## config.mk

```make
export PLATFORM = sky130hd
export DESIGN_NAME = spi_master
export DESIGN_NICKNAME = d
export VERILOG_FILES = /design/src/rtl/spi_master.sv
export SDC_FILE = /design/constraint.sdc
export NUM_CORES = 1
export LEC_CHECK = 0
export CORE_MARGIN = 2
export CORE_UTILIZATION = 44
export CTS_BUF_LIST = sky130_fd_sc_hd__clkbuf_16
export CTS_CLUSTER_SIZE = 14
export DETAILED_ROUTE_END_ITERATION = 10
export GPL_TIMING_DRIVEN = 0
export SLEW_MARGIN = 25
export SYNTH_ARGS = -nofsm -noshare
export SYNTH_HDL_FRONTEND = slang
export SYNTH_SLANG_ARGS = --single-unit
```

## constraint.sdc

```tcl
create_clock -name clk -period 2.15 [get_ports clk]
set_input_delay 0.43 -clock clk [delete_from_list [all_inputs] [get_ports clk]]
set_output_delay 0.43 -clock clk [all_outputs]
set_load 0.01 [all_outputs]
```

## src/rtl/spi_master.sv

```systemverilog
// ---------------------------------------------------------------------------
// spi_master
// Memory-mapped SPI master with a four-register CPU interface and a
// three-state shift engine (IDLE / LEAD half-bit / TRAIL half-bit).
//
// Ports
//   clk        CPU clock, all logic on the rising edge
//   reset      synchronous, active-high reset
//   cs         chip select from the address decoder
//   we         write strobe (write happens on a clk edge with cs=1, we=1)
//   addr       register select: 0 DATA, 1 STATUS, 2 CTRL, 3 DIV
//   wr_data    write data
//   rd_data    combinational read data, 8'h00 when cs=0
//   irq_n      active-low interrupt, ~(ie & done)
//   spi_sck    SPI clock
//   spi_mosi   SPI data out
//   spi_cs_n   SPI slave select, software controlled via CTRL.ss
//   spi_miso   SPI data in
//
// Register map
//   DATA   write: transmit byte, read: last received byte
//   STATUS {busy, done, ovr, 5'b0}; done/ovr are write-1-to-clear
//   CTRL   {ie, 4'b0, cpha, cpol, ss}
//   DIV    SCK half-period minus one, in clk cycles
// ---------------------------------------------------------------------------
module spi_master #(
    parameter logic [7:0] DIV_RESET     = 8'd3,
    parameter int         BUS_ADDR_BITS = 2
) (
    input  logic                     clk,
    input  logic                     reset,
    input  logic                     cs,
    input  logic                     we,
    input  logic [BUS_ADDR_BITS-1:0] addr,
    input  logic [7:0]               wr_data,
    output logic [7:0]               rd_data,
    output logic                     irq_n,
    output logic                     spi_sck,
    output logic                     spi_mosi,
    output logic                     spi_cs_n,
    input  logic                     spi_miso
);

    typedef enum logic [1:0] {
        IDLE  = 2'd0,
        LEAD  = 2'd1,
        TRAIL = 2'd2
    } state_t;

    localparam logic [BUS_ADDR_BITS-1:0] ADDR_DATA   = BUS_ADDR_BITS'(0);
    localparam logic [BUS_ADDR_BITS-1:0] ADDR_STATUS = BUS_ADDR_BITS'(1);
    localparam logic [BUS_ADDR_BITS-1:0] ADDR_CTRL   = BUS_ADDR_BITS'(2);
    localparam logic [BUS_ADDR_BITS-1:0] ADDR_DIV    = BUS_ADDR_BITS'(3);

    state_t     r_state;
    state_t     w_nextState;

    logic [7:0] r_cnt;
    logic [7:0] r_div;
    logic [6:0] r_tx;
    logic [7:0] r_rx;
    logic [7:0] r_data;
    logic [2:0] r_bit;
    logic       r_mosi;
    logic       r_done;
    logic       r_ovr;
    logic       r_ie;
    logic       r_cpha;
    logic       r_cpol;
    logic       r_ss;

    logic       w_busy;
    logic       w_wrData;
    logic       w_wrStatus;
    logic       w_wrCtrl;
    logic       w_wrDiv;
    logic       w_start;
    logic       w_halfDone;
    logic       w_leadEnd;
    logic       w_trailEnd;
    logic       w_lastBit;
    logic       w_finish;
    logic [7:0] w_rxShift;

    assign w_busy     = (r_state != IDLE);
    assign w_wrData   = cs && we && (addr == ADDR_DATA);
    assign w_wrStatus = cs && we && (addr == ADDR_STATUS);
    assign w_wrCtrl   = cs && we && (addr == ADDR_CTRL);
    assign w_wrDiv    = cs && we && (addr == ADDR_DIV);
    assign w_start    = w_wrData && !w_busy;
    // The counter runs 0..DIV, so every half-bit lasts DIV+1 cycles and
    // DIV=255 never needs a ninth counter bit.
    assign w_halfDone = (r_cnt == r_div);
    assign w_leadEnd  = (r_state == LEAD)  && w_halfDone;
    assign w_trailEnd = (r_state == TRAIL) && w_halfDone;
    assign w_lastBit  = (r_bit == 3'd7);
    assign w_finish   = w_trailEnd && w_lastBit;
    assign w_rxShift  = {r_rx[6:0], spi_miso};

    // State register of the shift engine; reset aborts any transfer.
    always_ff @(posedge clk) begin
        if (reset) begin
            r_state <= IDLE;
        end else begin
            r_state <= w_nextState;
        end
    end

    // Next-state logic: LEAD and TRAIL alternate once per half-period
    // until the eighth TRAIL ends.
    always_comb begin
        w_nextState = r_state;
        case (r_state)
            IDLE:    if (w_start)    w_nextState = LEAD;
            LEAD:    if (w_halfDone) w_nextState = TRAIL;
            TRAIL:   if (w_halfDone) w_nextState = w_lastBit ? IDLE : LEAD;
            default: w_nextState = IDLE;
        endcase
    end

    // Pin outputs. SCK sits at cpol except during TRAIL, so its edges line
    // up exactly with the state transitions.
    always_comb begin
        spi_sck  = (r_state == TRAIL) ? ~r_cpol : r_cpol;
        spi_mosi = r_mosi;
        spi_cs_n = ~r_ss;
        irq_n    = ~(r_ie & r_done);
    end

    // Shift datapath. MOSI carries the current bit for a whole LEAD+TRAIL
    // pair and advances at TRAIL exit; r_tx keeps only the bits still to
    // come. MISO is sampled at LEAD exit for cpha=0, at TRAIL exit for cpha=1.
    always_ff @(posedge clk) begin
        if (reset) begin
            r_cnt  <= 8'd0;
            r_bit  <= 3'd0;
            r_tx   <= 7'd0;
            r_rx   <= 8'd0;
            r_mosi <= 1'b0;
        end else begin
            if (r_state == IDLE || w_halfDone) begin
                r_cnt <= 8'd0;
            end else begin
                r_cnt <= r_cnt + 8'd1;
            end

            if (w_start) begin
                r_tx   <= wr_data[6:0];
                r_mosi <= wr_data[7];
                r_bit  <= 3'd0;
                r_rx   <= 8'd0;
            end else begin
                if ((w_leadEnd && !r_cpha) || (w_trailEnd && r_cpha)) begin
                    r_rx <= w_rxShift;
                end
                if (w_trailEnd && !w_lastBit) begin
                    r_tx   <= {r_tx[5:0], 1'b0};
                    r_mosi <= r_tx[6];
                    r_bit  <= r_bit + 3'd1;
                end
            end
        end
    end

    // Software-visible registers. Completion setting done takes priority
    // over a simultaneous write-1-to-clear; mode and divider are frozen
    // while a transfer is running.
    always_ff @(posedge clk) begin
        if (reset) begin
            r_done <= 1'b0;
            r_ovr  <= 1'b0;
            r_ie   <= 1'b0;
            r_cpha <= 1'b0;
            r_cpol <= 1'b0;
            r_ss   <= 1'b0;
            r_div  <= DIV_RESET;
            r_data <= 8'h00;
        end else begin
            if (w_finish) begin
                r_data <= r_cpha ? w_rxShift : r_rx;
            end

            if (w_finish) begin
                r_done <= 1'b1;
            end else if (w_start || (w_wrStatus && wr_data[6])) begin
                r_done <= 1'b0;
            end

            if (w_wrData && w_busy) begin
                r_ovr <= 1'b1;
            end else if (w_wrStatus && wr_data[5]) begin
                r_ovr <= 1'b0;
            end

            if (w_wrCtrl) begin
                r_ie <= wr_data[7];
                r_ss <= wr_data[0];
                if (!w_busy) begin
                    r_cpha <= wr_data[2];
                    r_cpol <= wr_data[1];
                end
            end

            if (w_wrDiv && !w_busy) begin
                r_div <= wr_data;
            end
        end
    end

    // Read mux; purely combinational so reads never disturb state.
    always_comb begin
        rd_data = 8'h00;
        if (cs) begin
            case (addr)
                ADDR_DATA:   rd_data = r_data;
                ADDR_STATUS: rd_data = {w_busy, r_done, r_ovr, 5'b00000};
                ADDR_CTRL:   rd_data = {r_ie, 4'b0000, r_cpha, r_cpol, r_ss};
                ADDR_DIV:    rd_data = r_div;
                default:     rd_data = 8'h00;
            endcase
        end
    end

endmodule

```

=== After elaboration in Yosys (flattened, before gate mapping) ===
Index checks and enable logic that the tools add are counted.

* Bits in registers: 51
* Output and inout port bits: 12
* Logic and storage cells: 80

* Eq/ne operators: 10
* Muxes and demuxes: 17
* Bitwise operators: 5
* Add/subtract/negate cells: 2
* Reductions and logical operators: 32

{| class="wikitable"
|+ Operators by type and width
! kind !! number
|-
| 8-bit case mux with 4 select lines || 1
|-
| 1-bit logical AND || 16
|-
| 8-bit two-way mux || 2
|-
| 7-bit two-way mux || 2
|-
| 8-bit by 1-bit adder with 8-bit output, second input constant || 1
|-
| 8-bit == test || 1
|-
| 1-bit two-way mux || 8
|-
| 2-bit nonzero test || 4
|-
| 2-bit == test, second input constant || 3
|-
| 2-bit two-way mux || 3
|-
| 2-bit != test, second input constant || 3
|-
| 2-bit case mux with 3 select lines || 1
|-
| 2-bit by 1-bit == test with 1-bit output, second input constant || 2
|-
| 2-bit logical NOT || 2
|-
| 1-bit NOT || 4
|-
| 2-bit OR reduction || 2
|-
| 3-bit by 1-bit adder with 3-bit output, second input constant || 1
|-
| 3-bit == test, second input constant || 1
|-
| 1-bit logical NOT || 3
|-
| 1-bit logical OR || 3
|-
| 3-bit AND reduction || 1
|-
| 2-bit AND reduction || 1
|-
| 1-bit AND || 1
|}

=== Longest topological paths before layout ===
Gate-level depths: netlist of run 1.

* Depth after elaboration: 6
* Mapped depth: 7

=== Worst setup path before layout of run 1 ===
Ideal clock, no wire load.

* Path kind: input -> output
* From: input port addr[0]
* To: output port rd_data[7]
* Arrival time: 1.463 ns
* Path slack: 0.257 ns
* Path buffers: 1
* Stages on the path: 3
* Path through: clkbuf_1 mux4_2 and2_1

* Word-level cells in the longest chain between the ends: 3

{| class="wikitable"
|+ Ends and longest elaborated chain
! element !! RTL line !! text
|-
| start: declaration || 34 || <nowiki>input logic [BUS_ADDR_BITS-1:0] addr,</nowiki>
|-
| 2-bit == test (tied with other cells) || 214 || <nowiki>case (addr)</nowiki>
|-
| 8-bit case mux with 4 select lines * || 214 ||
|-
| 8-bit two-way mux * || 213 || <nowiki>if (cs) begin</nowiki>
|-
| end: declaration || 36 || <nowiki>output logic [7:0] rd_data,</nowiki>
|}

Mark *: on every way between the ends. The rest lies on a longest branch, timed or not.

=== Final worst setup path of run 1 ===
* From: input port addr[0]
* To: output port rd_data[6]

Same word-level chain as after synthesis.

==> results of run 1 <==
cell usage in the layout, fill, tap and decap left out, types with 3 or more instances in the layout:
| master | netlist | routed |
|---|---|---|
| nor2_1 | 57 | 56 |
| dfxtp_1 | 51 | 49 |
| mux2i_1 | 28 | 28 |
| nand2_1 | 27 | 27 |
| clkdlybuf4s50_1 | 0 | 13 |
| mux2_2 | 10 | 10 |
| xor2_1 | 10 | 10 |
| a311oi_1 | 7 | 7 |
| xnor2_1 | 6 | 6 |
| nand3_1 | 6 | 6 |
| nor2b_1 | 5 | 5 |
| buf_4 | 1 | 5 |
| a21oi_1 | 5 | 5 |
| clkbuf_16 | 0 | 5 |
| dlygate4sd2_1 | 0 | 5 |
| a22oi_1 | 5 | 4 |
| inv_1 | 4 | 4 |
| buf_2 | 3 | 4 |
| and2_1 | 3 | 3 |
| clkbuf_1 | 7 | 3 |
| nand4_2 | 3 | 3 |
| ha_1 | 3 | 3 |
| dlymetal6s2s_1 | 0 | 3 |
area by class of cell:
| cell class | instances | area share (%) |
|---|---|---|
| Buffer | 13 | 2.84 |
| Clock buffer | 5 | 4.18 |
| Clock inverter | 3 | 1.29 |
| Inverter | 4 | 0.501 |
| Multi-Input combinational cell | 201 | 45.1 |
| Sequential cell | 51 | 34.2 |
| Tap cell | 72 | 3.01 |
| Timing Repair Buffer | 28 | 8.94 |
state kept, by name, summed over array words and instances (netlist names), 2 cells and up:
name / flops
r_cnt: 8
r_data: 8
r_div: 8
r_rx: 8
r_tx: 7
r_bit: 3
r_state: 2
logic make-up (layout without fill, tap and decap cells):
logic type,count (synthesis),after routing,share of synthesized area [%]
AO/OA/AOI/OAI,26,26,7.81
multiplexers,39,39,16.9
adder cells (fa/ha/maj),3,3,1.53
XOR/XNOR,16,16,5.72
buffers and inverters,18,53,3.68
AND/OR/NAND/NOR,117,117,22.7
flip-flops,51,51,41.7
metrics by stage:
stage | hold slack (ns) | TNS (ns) | std cells | cell area (µm²)
final | 0.470 | 0 | 377 | 3000
after global routing | 0.486 | 0 | 377 | 3000
after CTS | 0.478 | 0 | 377 | 2980
after detailed placement | 0.470 | -6.82 | 366 | 2780
after global placement | 0.445 | -6.85 | 366 | 2780
after floorplan | 0.433 | 0 | 270 | 2450
worst paths after layout:
path | cells after the start | slack, ns | to
max | 7 | 0.07 | rd_data[6]
min | 2 | 0.47 | r_bit[1]$_SDFFE_PP0P_
max reg2reg | 7 | 0.35 | r_tx[2]$_SDFFE_PP0P_
min reg2reg | 2 | 0.47 | r_bit[1]$_SDFFE_PP0P_
power groups by stage:
stage	combinational (mW)	clock (mW)	sequential [mW]
after floorplan	0.0738	0	0.985
after global placement	0.131	0	0.987
after detailed placement	0.131	0	0.987
after CTS	0.138	0.903	0.965
after global routing	0.150	0.936	0.966
final	0.139	0.879	0.965
cells in the mapped netlist (3+ instances only):
library cell / count
a21oi_1: 5
a22oi_1: 5
a311oi_1: 7
and2_1: 3
buf_2: 3
clkbuf_1: 7
dfxtp_1: 51
ha_1: 3
inv_1: 4
mux2_2: 10
mux2i_1: 28
nand2_1: 27
nand3_1: 6
nand4_2: 3
nor2_1: 57
nor2b_1: 5
or2_2: 3
xnor2_1: 6
xor2_1: 10
layer usage:
metal | track usage [%] | part of all wire (%)
met5 | 0 | 0
met2 | 31.3 | 47
met3 | 2.41 | 3.1
met1 | 27.6 | 49
met4 | 6.32 | 0.93
critical path, cell delays in order:
cell and delay, ns:
clkdlybuf4s15_2 0.22, buf_8 0.13, buf_4 0.12, mux2i_1 0.24
o2bb2ai_1 0.09, and2_1 0.15, dlygate4sd2_1 0.28
repair_timing:
item                                   4_1_cts  5_1_grt
setup buffers                                4        0
endpoints found under the hold margin        0        0
setup endpoints to repair                    8        4
gates resized for setup                     23        6
gates cloned                                 0        0
==> results.yml, run 1 <==
die:
  io_pins: 27
  core_area_mm2: 0.00544
  initial_core_util_pct: 45.1
  num_rows: 27
  die_h_um: 78.6
  dieArea_mm2: 0.00618
  die_width_um: 78.6
clocking:
  numCtsBuffers: 5
  cts_sinks: 51
  cts_tree: "yes"
  worstSkewPairLatency_ns: 0.28
  clk_pin_slew_ns: 0.07
  clockBufferDepth: 2
  hold_buffers: 0
  cts_root_buf: "clkbuf_16"
  cts_max_level: 2
pwr:
  power_mw: 1.98
  intPower_mw: 1.56
  netSwitchingPower_uw: 420
  clockPowerShare_pct: 44.3
  p_leak_nw: 1.41
  sw_frac_of_total_pct: 21.2
  ir_drop_v: 0.000375
  seq_power_share_pct: 48.7
  comb_power_share_pct: 7.0
  powerDensity_mw_per_mm2: 662
sta:
  setup_viol: 0
  slew_viol_final: 0
  period_share_pct: 96.6
  fin_skew_ns: 0.00446
  slew_headroom_pct: 65.3
  worst_pin_slew_ns: 0.520
  grt_setup_unrepaired: "false"
  finalCriticalPeriod_ns: 2.08
  final_hold_viol_count: 0
  max_clock_freq_mhz: 482
  final.setup.worst_slack_ns: 0.0739
synth:
  syn-num-nets: 288
  synth_area_mm2: 0.00245
  ys.flop_type: "dfxtp_1"
  ys_async_sr_fraction_pct: 0
  yosysSeqAreaShare_pct: 41.7
  syn_avg_cell_area_um2: 9.08
  synth_top_cell_area_share_pct: 41.7
  synth_edf_count: 0
  syn_inst: 270
  synth_cell_type_count: 40
  synth.area.top_cells: "dfxtp_1, mux2i_1, nor2_1"
  yosysWarnings: 0
  synth.ff_latch_count: 51
  synth_top_area_cell: "dfxtp_1"
setup_path:
  regToRegStartpoint: "r_state[0]$_SDFFE_PP0P_"
  critPathKind: "input port to output pin"
  cp-end-kind: "output pin"
  crit_fanout: 5
  worstPathRequired_ns: 1.72
  start_kind: "input port"
  crit_start: "addr[0]"
  cp.arrival_ns: 1.65
finish:
  multi_input_area_mm2: 0.00135
  regArea_mm2: 0.00102
  drive_above_1_share_pct: 14.4
  synthToLayoutAreaGrowth_pct: 22.2
  nFillCells: 514
  antenna_cells: 0
  fin_util_pct: 55.1
  final_nets: 322
route:
  drc: 0
  vias_per_cell: 5.21
  totalWireLength_mm: 5.73
  num_vias: 1966
  drt-initial-drc-count: 120
  drt-pass1-iter-count: 4
  drt.antenna.violating_nets: 0
  avgRoutedWirePerCell_um: 15.2
hold_path:
  worstHoldPathType: "register to register"
  hp-start: "r_bit[1]$_SDFFE_PP0P_"
placed_design:
  portBuffers: 24
  pre_cts_ws_ns: -0.882
  place_congestion: 0.769
  dp_hpwl_mm: 4.16
grt:
  grtUsageTotal_pct: 19.6
  grt_pass1_vias: 1890
  antenna_found_initial: 0
  grt_pass1_wl_mm: 9.41
  grt_start_max_net_pins: 16
  gr-total-overflow: 0
run_status:
  status: "completed"
job:
  drv_cap: 0
(Power assumes the default switching activity.)
==> run 2, diff against run 1 <==
==> constraint.sdc (replaced) <==
create_clock -name clk -period 2.15 [get_ports clk]
set_input_delay 0.5375 -clock clk [delete_from_list [all_inputs] [get_ports clk]]
set_output_delay 0.5375 -clock clk [all_outputs]
set_load 0.01 [all_outputs]
==> run 2 against run 1 <==
  * The run now ends with negative setup slack left
  * Sequential cell count unchanged
  * Utilization is 0.32 points higher
  * Global-route usage increased by 0.073 points
  * Clock skew hardly changed
  * Sequential share of layout area fell by 0.12 points
  * Total power up 0.23%
  * Critical path depth down 3
  * Wire length increased by 0.54%
  * Cell count up 0.27%
  * Clock power about the same
  * Critical endpoint is now rd_data[7]
  * Largest cell class unchanged
  * Largest power group unchanged
==> results.yml, run 2 (synthesis results as in run 1) <==
sta:
  worst_pin_slew_ns: 0.514
  final_hold_viol_count: 0
  setup_viol: 1
  finalCriticalPeriod_ns: 2.15
  grt_setup_unrepaired: "true"
  slew_headroom_pct: 65.8
  max_clock_freq_mhz: 465
  slew_viol_final: 0
  hold_ws_ns: 0.470
  period_share_pct: 100
  fin_skew_ns: 0.00478
  final.setup.worst_slack_ns: -0.00261
die:
  die_h_um: 78.6
  initial_core_util_pct: 45.1
  dieArea_mm2: 0.00618
  num_rows: 27
  core_area_mm2: 0.00544
  die_width_um: 78.6
  io_pins: 27
finish:
  final_common_cell: "nor2_1"
  multi_input_area_mm2: 0.00136
  antenna_cells: 0
  final_nets: 323
  fin_util_pct: 55.4
  final_cell_mix: "nor2_1, dfxtp_1, mux2i_1, nand2_1, clkdlybuf4s50_1"
  drive_above_1_share_pct: 17.6
  stdcell_count: 378
  regArea_mm2: 0.00103
  nFillCells: 514
  synthToLayoutAreaGrowth_pct: 22.9
run_status:
  failed_checks: "negative setup slack"
  status: "finished, violations left"
route:
  vias_per_cell: 5.20
  drt.antenna.violating_nets: 0
  drc: 0
  totalWireLength_mm: 5.76
  drt-initial-drc-count: 134
  avgRoutedWirePerCell_um: 15.2
  num_vias: 1964
  drt-pass1-iter-count: 4
placed_design:
  place_congestion: 0.769
  pre_cts_ws_ns: -1.10
  portBuffers: 24
  dp_hpwl_mm: 4.16
  dp_cells: 366
setup_path:
  start_kind: "register"
  cp-end-kind: "output pin"
  crit_start: "r_state[0]$_SDFFE_PP0P_"
  cp.arrival_ns: 1.62
  critPathKind: "register to output pin"
  worstPathRequired_ns: 1.61
  regToRegStartpoint: "r_state[0]$_SDFFE_PP0P_"
  crit_fanout: 4
job:
  drv_cap: 0
hold_path:
  hp-start: "r_bit[1]$_SDFFE_PP0P_"
  worstHoldPathType: "register to register"
pwr:
  powerDensity_mw_per_mm2: 660
  p_leak_nw: 1.38
  ir_drop_v: 0.000377
clocking:
  clockBufferDepth: 2
  clk_pin_slew_ns: 0.06
  cts_max_level: 2
  cts_sinks: 51
  numCtsBuffers: 5
  cts_root_buf: "clkbuf_16"
  hold_buffers: 0
  worstSkewPairLatency_ns: 0.29
  cts_tree: "yes"
grt:
  antenna_found_initial: 0
  grt_pass1_vias: 1892
  grt_pass1_wl_mm: 9.45
  gr-total-overflow: 0
  grt_start_max_net_pins: 16
  grtUsageTotal_pct: 19.7
==> run 2: changes by cell type in the layout (fill, tap and decap cells not counted), sizes merged <==
cell / delta
clkbuf: +2
dlymetal6s2s: -2
dlygate4sd2: -3
buf: +4
==> run 2: area by class of cell <==
class | count | share of cell area, %
inverters | 4 | 0.498
clock buffers | 5 | 4.15
repair buffers | 28 | 8.47
multi-input cells | 201 | 45.3
clock inverters | 3 | 1.29
well taps | 72 | 2.99
flip-flops and latches | 51 | 34.1
plain buffers | 14 | 3.28
==> run 2: timing repair <==
item                       in CTS  in global routing
pin swaps                       2                  0
setup endpoints to repair       9                  6
buffers inserted                3                  1
cloned                          0                  0
gates resized for setup        44                 11
hold endpoints to repair        0                  0
==> run 2: worst max-delay path, cell delays in order (launching register included) <==
cell	delay (ns)
dfxtp_4	0.35
or2_4	0.25
mux4_2	0.46
and2_4	0.15
buf_6	0.11
==> run 2: per-layer routing <==
metal | vias to the layer above | GRT usage (%) | routed length [µm]
met3 | 4 | 2.53 | 181
li1 | 991 | - | -
met4 | 0 | 6.32 | 56
met5 | - | 0 | 0
met1 | 938 | 27.5 | 2850
met2 | 31 | 31.5 | 2670
==> run 2: metrics by stage <==
stage | cell area (µm²) | setup TNS, ns | power [mW]
after floorplan | 2450 | 0 | 1.06
after global placement | 2780 | -11.57 | 1.12
after detailed placement | 2780 | -11.66 | 1.12
after CTS | 2980 | -0.0403 | 2.01
after global routing | 3010 | -0.0241 | 2.06
final | 3010 | -0.00261 | 1.99
==> run 2: final timing paths <==
kind	endpoint	slack, ns	cells past startpoint
worst max-delay path	rd_data[7]	-0.003	4
worst min-delay path	r_bit[1]$_SDFFE_PP0P_	0.47	2
worst max register to register	r_tx[6]$_SDFFE_PP0P_	0.36	5
worst min register to register	r_bit[1]$_SDFFE_PP0P_	0.47	2
==> run 2: power by group <==
part	leakage, nW	switching, mW	internal (mW)
combinational	0.884	0.0760	0.0690
clock	0.0812	0.335	0.543
sequential	0.413	0.00944	0.956
==> run 3, diff against run 2 <==
--- a/config.mk
+++ b/config.mk
@@ -10,7 +10,7 @@
 export CTS_BUF_LIST = sky130_fd_sc_hd__clkbuf_16
 export CTS_CLUSTER_SIZE = 14
 export DETAILED_ROUTE_END_ITERATION = 10
-export GPL_TIMING_DRIVEN = 0
+export GPL_TIMING_DRIVEN = 1
 export SLEW_MARGIN = 25
 export SYNTH_ARGS = -nofsm -noshare
 export SYNTH_HDL_FRONTEND = slang
==> run 3 against run 2 <==
  * The flow now finishes without violations
  * Clock power grew 3.5%
  * Critical path depth is the same
  * Clock skew grew 0.0016 ns
  * Sequential cell count is the same
  * Global-route usage grew 0.18 points
  * Via count grew 1.4%
  * Utilization grew 2.2 points
  * Total power grew 2.3%
  * Wire length shrank 1.9%
  * Sequential power is essentially flat
  * Critical path type unchanged
==> results.yml, run 3 (synthesis results as in run 1) <==
pwr:
  ir_drop_v: 0.000417
  powerDensity_mw_per_mm2: 649
  p_leak_nw: 1.45
clocking:
  clk_pin_slew_ns: 0.07
  cts_max_level: 2
  clockBufferDepth: 2
  cts_root_buf: "clkbuf_16"
  hold_buffers: 0
  cts_sinks: 51
  worstSkewPairLatency_ns: 0.29
  numCtsBuffers: 5
  cts_tree: "yes"
finish:
  final_nets: 333
  synthToLayoutAreaGrowth_pct: 27.7
  final_common_cell: "nor2_1"
  final_cell_mix: "nor2_1, dfxtp_1, mux2i_1"
  nFillCells: 484
  drive_above_1_share_pct: 19.6
  antenna_cells: 0
hold_path:
  worstHoldPathType: "register to register"
  hp-start: "r_bit[2]$_SDFFE_PP0P_"
  hold_depth: 2
placed_design:
  portBuffers: 26
  pre_cts_ws_ns: -0.688
  dp_hpwl_mm: 4.19
  place_congestion: 0.858
sta:
  worst_pin_slew_ns: 0.394
  final_hold_viol_count: 0
  slew_headroom_pct: 73.7
  final.setup.worst_slack_ns: 0.0368
  tns_ns: 0
  grt_setup_unrepaired: "true"
  slew_viol_final: 0
  fin_skew_ns: 0.00637
  setup_viol: 0
  period_share_pct: 98.3
  finalCriticalPeriod_ns: 2.11
  max_clock_freq_mhz: 473
run_status:
  status: "completed"
die:
  core_area_mm2: 0.00544
  initial_core_util_pct: 45.1
  die_h_um: 78.6
  num_rows: 27
  die_width_um: 78.6
  dieArea_mm2: 0.00618
  io_pins: 27
grt:
  use_met1_pct: 27.7
  grt_pass1_vias: 1983
  grtUsageTotal_pct: 19.9
  busiest_layer: "met2"
  antenna_found_initial: 0
  grt_start_max_net_pins: 20
  gr-total-overflow: 0
  global_route.usage.met3_pct: 3.91
  grt_use_met2_pct: 30.9
  grt_pass1_wl_mm: 9.62
setup_path:
  slowest_stage: "mux4_2"
  crit_start: "r_state[0]$_SDFFE_PP0P_"
  reg2reg_depth: 5
  cp_slowest_stage_delay_ns: 0.45
  crit_fanout: 2
  regToRegStartpoint: "r_cnt[2]$_SDFF_PP0_"
  worstPathRequired_ns: 1.61
  cp.arrival_ns: 1.58
  critPathKind: "register to output pin"
  crit_chain: "or2_4 > mux4_2 > and2_4 > buf_6"
  cp-end-kind: "output pin"
  start_kind: "register"
job:
  drv_cap: 0
route:
  avgRoutedWirePerCell_um: 14.6
  drc: 0
  drt-pass1-iter-count: 4
  drt.antenna.violating_nets: 0
  totalWireLength_mm: 5.65
  vias_per_cell: 5.13
  drt-initial-drc-count: 69
  num_vias: 1992
==> run 3: cell types whose count changed in the layout (fill, tap and decap cells not counted), moves of 3 or more <==
cell,before,now
clkdlybuf4s15_1,0,3
buf_2,6,1
clkbuf_1,3,0
buf_4,5,22
==> run 3: through the flow <==
step | cell area [µm²] | cells | utilization [%] | hold slack, ns | total power, mW
after CTS | 3110 | 388 | 57.2 | 0.460 | 2.05
after global routing | 3130 | 388 | 57.6 | 0.481 | 2.10
after floorplan | 2450 | 270 | - | 0.433 | 1.06
final | 3130 | 388 | 57.6 | 0.454 | 2.03
after global placement | 2930 | 378 | 53.9 | 0.440 | 1.14
after detailed placement | 2930 | 378 | 53.9 | 0.450 | 1.14
==> run 3: worst paths after layout <==
check                          end  slack, ns
max                     rd_data[7]       0.04
min reg2reg  r_bit[2]$_SDFFE_PP0P_       0.45
max reg2reg   r_tx[6]$_SDFFE_PP0P_       0.24
min          r_bit[2]$_SDFFE_PP0P_       0.45
==> run 3: worst max-delay path, delay by kind of cell, from the launching register on <==
kind          cells  cell delay [ns]
simple gates      2             0.42
buf+inv           1             0.11
flops             1             0.32
mux               1             0.45
==> run 3: layout make-up <==
cell class | count | area, µm² | share of cell area (%)
Multi-Input combinational cell | 201 | 1360 | 43.4
Sequential cell | 51 | 1020 | 32.7
Timing Repair Buffer | 52 | 472 | 15.1
Clock buffer | 5 | 125 | 4.00
Tap cell | 72 | 90.1 | 2.88
Clock inverter | 3 | 46.3 | 1.48
Inverter | 4 | 15.0 | 0.480
==> run 3: report_power, final <==
group | leakage [nW] | internal [mW] | switching (mW)
Sequential | 0.412 | 0.956 | 0.00951
Clock | 0.0804 | 0.553 | 0.356
Combinational | 0.953 | 0.0828 | 0.0760
Total | 1.45 | 1.59 | 0.441
==> run 3: metal layers <==
layer | vias to the layer above | part of all wire [%]
met5 | - | 0
met4 | 0 | 1.1
met3 | 4 | 3.9
met2 | 37 | 45
met1 | 932 | 50
li1 | 1019 | -
==> run 3: timing repair <==
item | in CTS | in global routing
endpoints found under the setup margin | 9 | 7
gates cloned | 1 | 0
gates resized for setup | 26 | 12
buffers inserted | 1 | 0
==> patch, RTL diff (flow settings as in run 1) <==
The 3 states of `state_t` get a one-hot encoding in 3 bits.
--- a/src/rtl/spi_master.sv
+++ b/src/rtl/spi_master.sv
@@ -42,8 +42,8 @@
 );
 
-    typedef enum logic [1:0] {
-        IDLE  = 2'd0,
-        LEAD  = 2'd1,
-        TRAIL = 2'd2
+    typedef enum logic [2:0] {
+        IDLE  = 3'b001,
+        LEAD  = 3'b010,
+        TRAIL = 3'b100
     } state_t;
 
Check against the original RTL: no difference found for any inputs over 4 cycles, from zero or initial values and one cycle with reset high; so few cycles prove little.
==> patch against run 1 <==
  * Total power rose by 3.0%
  * Sequential share of layout area decreased by 0.99 points
  * Design area increased by 5.1%
  * Setup slack lost 30 ps
  * Synthesized area rose by 4.1%
  * Register-to-register slack lost 30 ps
  * Sequential cell count up 1
  * Routed wire length shrank 0.30%
  * Critical endpoint is now rd_data[7]
==> patch: results <==
group,metric,value,unit
setup_path,cp_max_fo,6,
status,status,"finished clean",
finish,multi_input_cells,200,
finish,multi_input_area,0.001445,mm^2
pwr,internal_power,1.594,mW
logic_synthesis,synthMuxAreaShare,0.2143,
placement,dp.cells,368,
finish,clkCellAreaFrac,0.05443,
routing,wl,5712,um
clocking,cts_sinks,52,
setup_path,r2r_end,"r_tx[5]",
setup_path,slowest_stage,"mux4_2",
logic_synthesis,synth_area_leaders,"dfxtp_1, mux2i_1, nor2_1",
setup_path,reg2reg_depth,8,
min_path,worstHoldStart,"r_tx[0]",
global_routing,grt_pass1_wl,9542,um
finish,buf_share,0.1216,
timing,slew_headroom,0.6423,
logic_synthesis,ys_seq_area_frac,0.4080,
finish,nFillCells,545,
logic_synthesis,synth_compound_area_frac,0.06572,
finish,layout.cells.non_filler,380,
placement,hpwl,4216,um
global_routing,grt_pass1_vias,1876,
timing,skew,5.041,ps
routing,wl_met1,2962,um
logic_synthesis,yosys.cell_types.count,37,
setup_path,r2r-start,"r_state[0]",
global_routing,grt_usage,0.1942,
setup_path,cpPeakStageDelay,450,ps
min_path,holdPathEnd,"r_tx[0]",
setup_path,arrival,1680,ps
placement,globalplace.congestion,0.7820,
timing,max_freq,0.4749,GHz
pwr,irDropWorstVdd,0.5377,mV
setup_path,critPathTopFamily,"multiplexers",
global_routing,gr-usage-met3,0.04382,
global_routing,use_met2,0.2925,
finish,buffers,44,
timing,holdWs,471.0,ps
routing,route.met2.wl,2416,um
logic_synthesis,syn-mean-instance-area,9.414,um^2
finish,final_nets,325,
logic_synthesis,synth_fa_ha_area_frac,0.01471,
global_routing,met1_usage,0.2833,
placement,post-place-ws,-643.2,ps
logic_synthesis,synthTopCellsByCount,"dfxtp_1, nor2_1, mux2i_1, nand2_1, nand3_1",
[patch: stage by stage]
step                utilization  area, um^2
floorplan                     -        2551
global placement         0.5219        2892
detailed placement       0.5219        2892
CTS                      0.5637        3123
global route             0.5684        3149
finish                   0.5684        3149
[patch: power by group through the flow]
stage / clock, mW / sequential, mW / combinational, mW
global placement: 0 / 1.00 / 0.132
global route: 0.987 / 0.985 / 0.152
CTS: 0.940 / 0.983 / 0.139
finish: 0.919 / 0.984 / 0.140
floorplan: 0 / 1.00 / 0.0725
detailed placement: 0 / 1.00 / 0.132
[patch: worst max path at each step]
stage,startpoint,cells past startpoint,end
2_1_floorplan,addr[0],5,rd_data[3]
3_3_place_gp,addr[1],5,rd_data[7]
3_5_place_dp,addr[1],5,rd_data[7]
4_1_cts,r_state[1],4,rd_data[7]
5_1_grt,r_state[2],5,rd_data[7]
6_report,r_state[1],4,rd_data[7]
[patch: timing repair]
action                     4_1_cts  5_1_grt
resized for setup               32        2
pin swaps                        1        0
setup buffers                    2        3
setup endpoints to repair        9        2
